<file path="src/rtl/insn_packer.sv">
// Instruction packer: encodes decoded instructions into the left/right halves
// of a 64-bit micro-BESM instruction word and emits words over valid/ready.
module insn_packer (
  input  logic        clk,
  input  logic        reset,
  input  logic        in_valid,
  output logic        in_ready,
  input  logic        in_pe,
  input  logic [3:0]  in_ir,
  input  logic [7:0]  in_op,
  input  logic        in_extop,
  input  logic [19:0] in_addr,
  input  logic        drain,
  output logic        out_valid,
  input  logic        out_ready,
  output logic [63:0] out_word,
  output logic        out_single,
  output logic        err
);

  typedef enum logic {S_EMPTY, S_HALF} state_e;

  state_e      state_q, state_d;
  logic [31:0] left_q, left_d;
  logic        mode_q, mode_d;
  logic [63:0] word_q, word_d;
  logic        single_q, single_d;
  logic        valid_q, valid_d;
  logic        err_q, err_d;

  logic        slot_free, hs, bad, load, drain_go;
  logic [31:0] enc_left, enc_right;

  assign in_ready   = slot_free;
  assign out_valid  = valid_q;
  assign out_word   = word_q;
  assign out_single = single_q;
  assign err        = err_q;

  always_comb begin
    slot_free = !valid_q | out_ready;
    hs        = in_valid & slot_free;
    drain_go  = !hs & drain & slot_free & (state_q == S_HALF);
    if (!in_pe) begin
      bad = !in_extop && (in_op == 8'h3f);
    end else if (in_extop) begin
      bad = 1'b1;
    end else if (in_op[7]) begin
      bad = (in_op[2:0] != 3'd0) || (in_addr[19:15] != 5'd0);
    end else begin
      bad = (in_addr[19:15] != 5'd0) || (in_addr[14:12] != {3{in_op[6]}});
    end
  end

  // BESM-6 right halves put ir into the low nibble of L; that nibble is zero
  // in every BESM-6 left encoding, so it is spliced in when the pair completes.
  always_comb begin
    enc_left  = '0;
    enc_right = '0;
    if (!in_pe) begin
      enc_left  = in_extop ? {in_ir, 8'h3f, in_op, in_addr[11:0]} : {in_ir, in_op, in_addr};
      enc_right = enc_left;
    end else begin
      enc_left[31]    = in_ir[3];
      enc_left[26:24] = in_ir[2:0];
      if (in_op[7]) begin
        enc_left[23:19]  = in_op[7:3];
        enc_left[18:4]   = in_addr[14:0];
        enc_right[31:27] = in_op[7:3];
        enc_right[26:12] = in_addr[14:0];
      end else begin
        enc_left[23:16]  = in_op;
        enc_left[15:4]   = in_addr[11:0];
        enc_right[31:24] = in_op;
        enc_right[23:12] = in_addr[11:0];
      end
    end
  end

  always_ff @(posedge clk) begin
    if (reset) begin
      state_q <= S_EMPTY;
    end else begin
      state_q <= state_d;
    end
  end

  always_comb begin
    state_d = state_q;
    unique case (state_q)
      S_EMPTY: if (hs && !bad) state_d = S_HALF;
      S_HALF: begin
        if (hs && !bad && (in_pe == mode_q)) state_d = S_EMPTY;
        else if (drain_go)                   state_d = S_EMPTY;
      end
    endcase
  end

  always_comb begin
    left_d   = left_q;
    mode_d   = mode_q;
    word_d   = word_q;
    single_d = single_q;
    load     = 1'b0;
    err_d    = hs & bad;
    if (hs && !bad) begin
      if (state_q == S_EMPTY) begin
        left_d = enc_left;
        mode_d = in_pe;
      end else if (in_pe == mode_q) begin
        load     = 1'b1;
        word_d   = mode_q ? {left_q[31:4], in_ir, enc_right} : {left_q, enc_right};
        single_d = 1'b0;
        left_d   = '0;
      end else begin
        load     = 1'b1;
        word_d   = {left_q, 32'h0};
        single_d = 1'b1;
        left_d   = enc_left;
        mode_d   = in_pe;
      end
    end else if (drain_go) begin
      load     = 1'b1;
      word_d   = {left_q, 32'h0};
      single_d = 1'b1;
      left_d   = '0;
    end
    valid_d = load | (valid_q & !out_ready);
  end

  always_ff @(posedge clk) begin
    if (reset) begin
      left_q   <= '0;
      mode_q   <= 1'b0;
      word_q   <= '0;
      single_q <= 1'b0;
      valid_q  <= 1'b0;
      err_q    <= 1'b0;
    end else begin
      left_q   <= left_d;
      mode_q   <= mode_d;
      word_q   <= word_d;
      single_q <= single_d;
      valid_q  <= valid_d;
      err_q    <= err_d;
    end
  end

endmodule

</file>
<file path="config.mk">
export PLATFORM = sky130hd
export DESIGN_NAME = insn_packer
export DESIGN_NICKNAME = d
export VERILOG_FILES = /design/src/rtl/insn_packer.sv
export SDC_FILE = /design/constraint.sdc
export NUM_CORES = 1
export LEC_CHECK = 0
export BUFFER_PORTS_ARGS = -buffer_cell sky130_fd_sc_hd__buf_2
export CAP_MARGIN = 20
export CORE_UTILIZATION = 53
export CTS_CLUSTER_SIZE = 20
export DETAILED_ROUTE_END_ITERATION = 7
export GPL_TIMING_DRIVEN = 1
export PLACE_DENSITY = 0.88
export SLEW_MARGIN = 0
export SYNTH_ARGS = -nofsm -noshare
export SYNTH_HDL_FRONTEND = slang
export SYNTH_SLANG_ARGS = --single-unit
</file>
<file path="constraint.sdc">
create_clock -name clk -period 2.25 [get_ports clk]
set_input_delay 0.3375 -clock clk [delete_from_list [all_inputs] [get_ports clk]]
set_output_delay 0.3375 -clock clk [all_outputs]
set_load 0.05 [all_outputs]
</file>
# After elaboration in Yosys (flattened, before gate mapping)
# Index checks and enable logic that the tools add are counted.
[totals]
reg_bits = 101
out_inout_bits = 68
[classes]
n_eq_ne = 5
mux = 33
bitwise_logic = 9
n_reduce_logical = 15
[ops]
columns = ["cell", "count"]
rows = [
  ["64-bit 2-to-1 mux", 3],
  ["32-bit 2-to-1 mux", 4],
  ["36-bit 2-to-1 mux", 2],
  ["20-bit 2-to-1 mux", 2],
  ["28-bit 2-to-1 mux", 1],
  ["23-bit 2-to-1 mux", 1],
  ["1-bit 2-to-1 mux", 15],
  ["15-bit 2-to-1 mux", 1],
  ["12-bit 2-to-1 mux", 1],
  ["8-bit by 6-bit == test with 1-bit output (second input constant)", 1],
  ["4-bit 2-to-1 mux", 2],
  ["1-bit AND", 6],
  ["1-bit zero test", 5],
  ["5-bit nonzero test", 1],
  ["2-bit inequality test (second input constant)", 2],
  ["2-bit AND reduction", 2],
  ["1-bit logical AND", 3],
  ["3-bit inequality test", 1],
  ["3-bit nonzero test", 1],
  ["1-bit logical OR", 2],
  ["1-bit bitwise OR", 2],
  ["1-bit one-hot mux with 2 select lines", 1],
  ["2-bit nonzero test", 1],
  ["1-bit == test", 1],
  ["1-bit NOT", 1],
]

# Longest topological paths before layout
[logic_depth]
ltp_word = 10
mapped_depth = 8
mapped_depth_nobuf = 5

# Least setup slack after synthesis
# No wires, ideal clock.
[synth_timing]
path_kind = "reg-to-reg"
start = "register valid_q, in the netlist out_valid"
end = "register left_q[10]"
t_arrival_ns = 2.189
required_time_ns = 2.179
setup_slack_ns = -0.009
path_stages_with_launch = 8
path_buffers = 3
cell_sequence = "dfxtp_1 -> nand2b_1 -> clkbuf_1 -> and4b_1 -> clkbuf_1 -> nor3_2 -> clkbuf_1 -> o2bb2ai_1"
[synth_between]
elab_chain_cells = 8
[synth_rtl]
columns = ["element", "line", "source"]
rows = [
  ["start, declared", "28", "logic valid_q, valid_d;"],
  ["start signal, assigned", "144", "valid_q <= valid_d;"],
  ["1-bit zero test *", "41", "slot_free = !valid_q | out_ready;"],
  ["1-bit bitwise OR *", "41", ""],
  ["via in_ready", "7", "output logic in_ready,"],
  ["1-bit AND", "42", "hs = in_valid & slot_free;"],
  ["1-bit zero test", "43", "drain_go = !hs & drain & slot_free & (state_q == S_HALF);"],
  ["1-bit AND (3 in series)", "43", ""],
  ["2-bit nonzero test (no line)", "-", ""],
  ["end signal, assigned", "140", "left_q <= left_d;"],
  ["end, declared", "24", "logic [31:0] left_q, left_d;"],
]
# The timed path passes the listed nets; every way through them passes the cells marked *.
# A chain may end at the register's enable or synchronous reset.

# Worst setup path after layout
[layout_timing]
start = "input in_op[7]"
end = "register left_q[29]"
[layout_between]
elab_chain_cells = 6
[layout_rtl]
columns = ["element", "line", "source"]
rows = [
  ["start, declared", "10", "input logic [7:0] in_op,"],
  ["8-bit by 6-bit == test with 1-bit output / 1-bit 2-to-1 mux (equally long branches)", "45, 48", ""],
  ["1-bit logical AND / 1-bit 2-to-1 mux (equally long branches)", "45, 46", ""],
  ["1-bit 2-to-1 mux *", "44", "if (!in_pe) begin"],
  ["1-bit zero test *", "106", "if (hs && !bad) begin"],
  ["1-bit logical AND *", "106", ""],
  ["32-bit 2-to-1 mux / 2-bit nonzero test (equally long branches)", "-", ""],
]
# Every way passes the cells marked *; elsewhere a longest branch is shown, timed or not.

==> results.yml <==
clock_tree:
  clock_latency_ns: 0.37
  path_clk_slew_ns: 0.10
  cts_tree: "built"
  cts_max_level: 3
  numCtsBuffers: 9
  clock_path_buffers: 2
  cts_sinks: 101
  holdBufCountCts: 0
  clock-root-buffer: "clkbuf_8"
drt:
  drt-total-wl_um: 12910
  dr.first_iter.drc_count: 388
  avgViaCountPerCell: 6.147
  wl_per_cell_um: 18.06
  drc: 0
  topRoutingLayerUsed: "met4"
  route.met3.wl_um: 928
  wl_met2_um: 5907
  ant_nets: 0
  wl_met1_um: 5627
  vias: 4395
  first_pass_iters: 5
floorplanning:
  io_pins: 107
  die_w_um: 93.11
  start_util: 0.5577
  core_area_sq_um: 7888
  fp-row-count: 32
  die_h_um: 93.11
  die_area_sq_um: 8669
setup_path:
  start_kind: "input port"
  worst_path_most_repeated_cell: "buf_4"
  worst_path_largest_cell_delay_ns: 0.39
  endpoint_kind: "register"
  critical_path_required_ns: 2.57
  path_class: "in -> reg"
  path_buf_inv: 3
  worstPathCellList: "buf_2 > buf_4 > nor4b_1 > nand3_1 > a31oi_4 > buf_4 > and3_1 > a22o_1"
  critPathSlowestCell: "nor4b_1"
  crit_path_max_fanout: 22
  crit_family: "simple AND/OR/NAND/NOR gates"
  worstPathArrival_ns: 2.36
timing:
  whs_ns: 0.2287
  relSlewSlack: 0.5215
  hold_viol_final: 0
  finalMaxSlewViolations: 0
  worst_pin_slew_ns: 0.7178
  period_needed_ns: 2.044
  min_period_over_period: 0.9082
  skew_ns: 0.009923
  rsz0062_at_grt: "no"
  setup_violations: 0
  timing.fmax_mhz: 489.4
grt:
  antenna_found_initial: 0
  grt-ovfl-total: 0
  grt_pass1_wl_um: 20450
  grt_max_degree: 72
  track_usage: 0.3057
  grt_pass1_vias: 4059
yosys:
  yosysUniqueCellTypes: 48
  yosys_warnings: 0
  syn_avg_cell_area_sq_um: 8.798
  synth_compound_area_frac: 0.2480
  synthSimpleGateAreaFrac: 0.1795
  synth_xor_area_frac: 0.001991
  synth_top_family_by_area: "compound AO/OA/AOI/OAI gates"
  synthCells: 500
  synth_seq_cells: 101
  synthFlopType: "dfxtp_1"
  synthAdderAreaFrac: 0
  synth_edf_count: 0
  yosysSeqAreaShare: 0.4596
  netlist_area_sq_um: 4399
  synth_fp_nets: 539
  synthArstFlopShare: 0
  synthMuxAreaShare: 0.05034
power:
  p_sw_frac: 0.2631
  intPower_uw: 2751
  combPwrFrac: 0.133
  netSwitchingPower_uw: 982.4
  power.density_nw_per_um2: 693.2
  seqPwrFrac: 0.500
  power_leakage_uw: 0.002239
  pwr-share-clk: 0.367
  ir_drop_uv: 447.0
cells_and_area:
  seqCellArea_sq_um: 2023
  fillers: 646
  multi_input_area_sq_um: 2115
  area_delta_synth_final_pct: 22.41
  fin_area_sq_um: 5385
  num_antenna_cells: 0
  nNetsFinal: 647
  drive_gt1_frac: 0.2855
outcome:
  status: "complete, no violations"
placed_design:
  hpwl_um: 9489
  post_dp_cell_area_sq_um: 5142
  place.gp.congestion: 1.032
  numPortBuffers: 106
min_path:
  hold_class: "in -> reg"
flow_run:
  maxCapViolations: 0
## metal layers
layer  vias up  track usage
met5         -            0
li1       2056            -
met4         0       0.1397
met1      2083       0.4129
met2       215       0.4828
met3        41      0.04472
## repair_timing
action,4_1_cts,5_1_grt
endpoints found under the setup margin,0,25
buffers inserted,0,0
resized for setup,0,2
## stage by stage
stage	setup WS, ns	power (uW)	setup TNS, ns	instances	utilization
CTS	0.1196	3729	0	715	0.6823
finish	0.2065	3733	0	715	0.6827
global placement	-0.3891	2377	-7.701	698	0.6505
global route	0.06582	3842	0	715	0.6827
detailed placement	-0.2522	2392	-6.829	699	0.6520
floorplan	0.1300	2208	0	500	-
## power by group through the flow
stage          Clock (uW)  Sequential (uW)  Combinational, uW
3_5_place_dp            0             1910                485
2_1_floorplan           0             1970                241
6_report             1370             1870                497
5_1_grt              1440             1870                530
4_1_cts              1380             1870                487
3_3_place_gp            0             1910                472
## worst register-to-register path, cell delays in order (launching register included)
cell	delay [ns]
dfxtp_2	0.33
nand2b_1	0.15
buf_4	0.15
and3_1	0.24
o31a_2	0.19
buf_4	0.27
nor3_1	0.11
a211oi_1	0.23
## synthesized netlist by cell type (3+ instances only)
cell         n  area, sq um
inv_1        5        18.77
buf_4        4        30.03
nand3_1     82        410.4
o2111ai_1    8        70.07
nor2_1      12        45.04
a211oi_1     4        30.03
nor3_1       7        35.03
clkbuf_1    29        108.9
nand4b_1     3        26.28
buf_1        3        11.26
a32o_1       3        30.03
o2bb2ai_1   13        113.9
dfxtp_1    101         2022
a22o_1      18        157.7
buf_2       12        60.06
and3_1       4        25.02
o21ai_0     48        240.2
nand2_1     27        101.4
a21oi_1     65        325.3
mux2i_1     21        210.2
## final timing paths
path / start / endpoint / slack, ns / cells past startpoint
worst min-delay path: in_ir[2] / left_q[30] / 0.23 / 2
worst max-delay path: in_op[7] / left_q[29] / 0.21 / 8
worst max register to register: out_valid / out_word[35] / 0.50 / 7
worst min register to register: out_word[53] / out_word[53] / 0.47 / 2
## state kept, by name, indices dropped and copies added (netlist names)
signal and flops:
err 1, left_q 32, mode_q 1, out_single 1
out_valid 1, out_word 64, state_q 1
## cells by family (layout without fill, tap and decap cells)
| family | Yosys count | after routing |
|---|---|---|
| DFF | 101 | 101 |
| muxes | 22 | 22 |
| and+or+nand+nor | 150 | 150 |
| xor gates and xnor gates | 1 | 1 |
| buffers and inverters | 56 | 169 |
| AOI/OAI and AO/OA | 170 | 170 |
## cell type report
cell class	instances	share of cell area
repair buffers	148	0.1601
multi-input cells	343	0.3927
clock buffers	11	0.02440
flip-flops and latches	101	0.3757
clock inverters	5	0.01998
inverters	5	0.003485
well taps	102	0.02370
## layout by cell type (no fill, tap or decap), types with 2 or more instances in the layout
cell         n
a211oi_1     4
a21oi_1     65
a22o_1      18
a32o_1       3
and3_1       4
buf_2      106
buf_4       40
bufinv_16    3
clkbuf_1     2
clkbuf_8     9
dfxtp_1    100
inv_1        5
mux2i_1     21
nand2_1     26
nand3_1     82
nand4b_1     3
nor2_1      12
nor2b_1      2
nor3_1       7
o2111ai_1    8
o21ai_0     48
o2bb2ai_1   13
No activity file was read; power rests on OpenSTA's default activity.
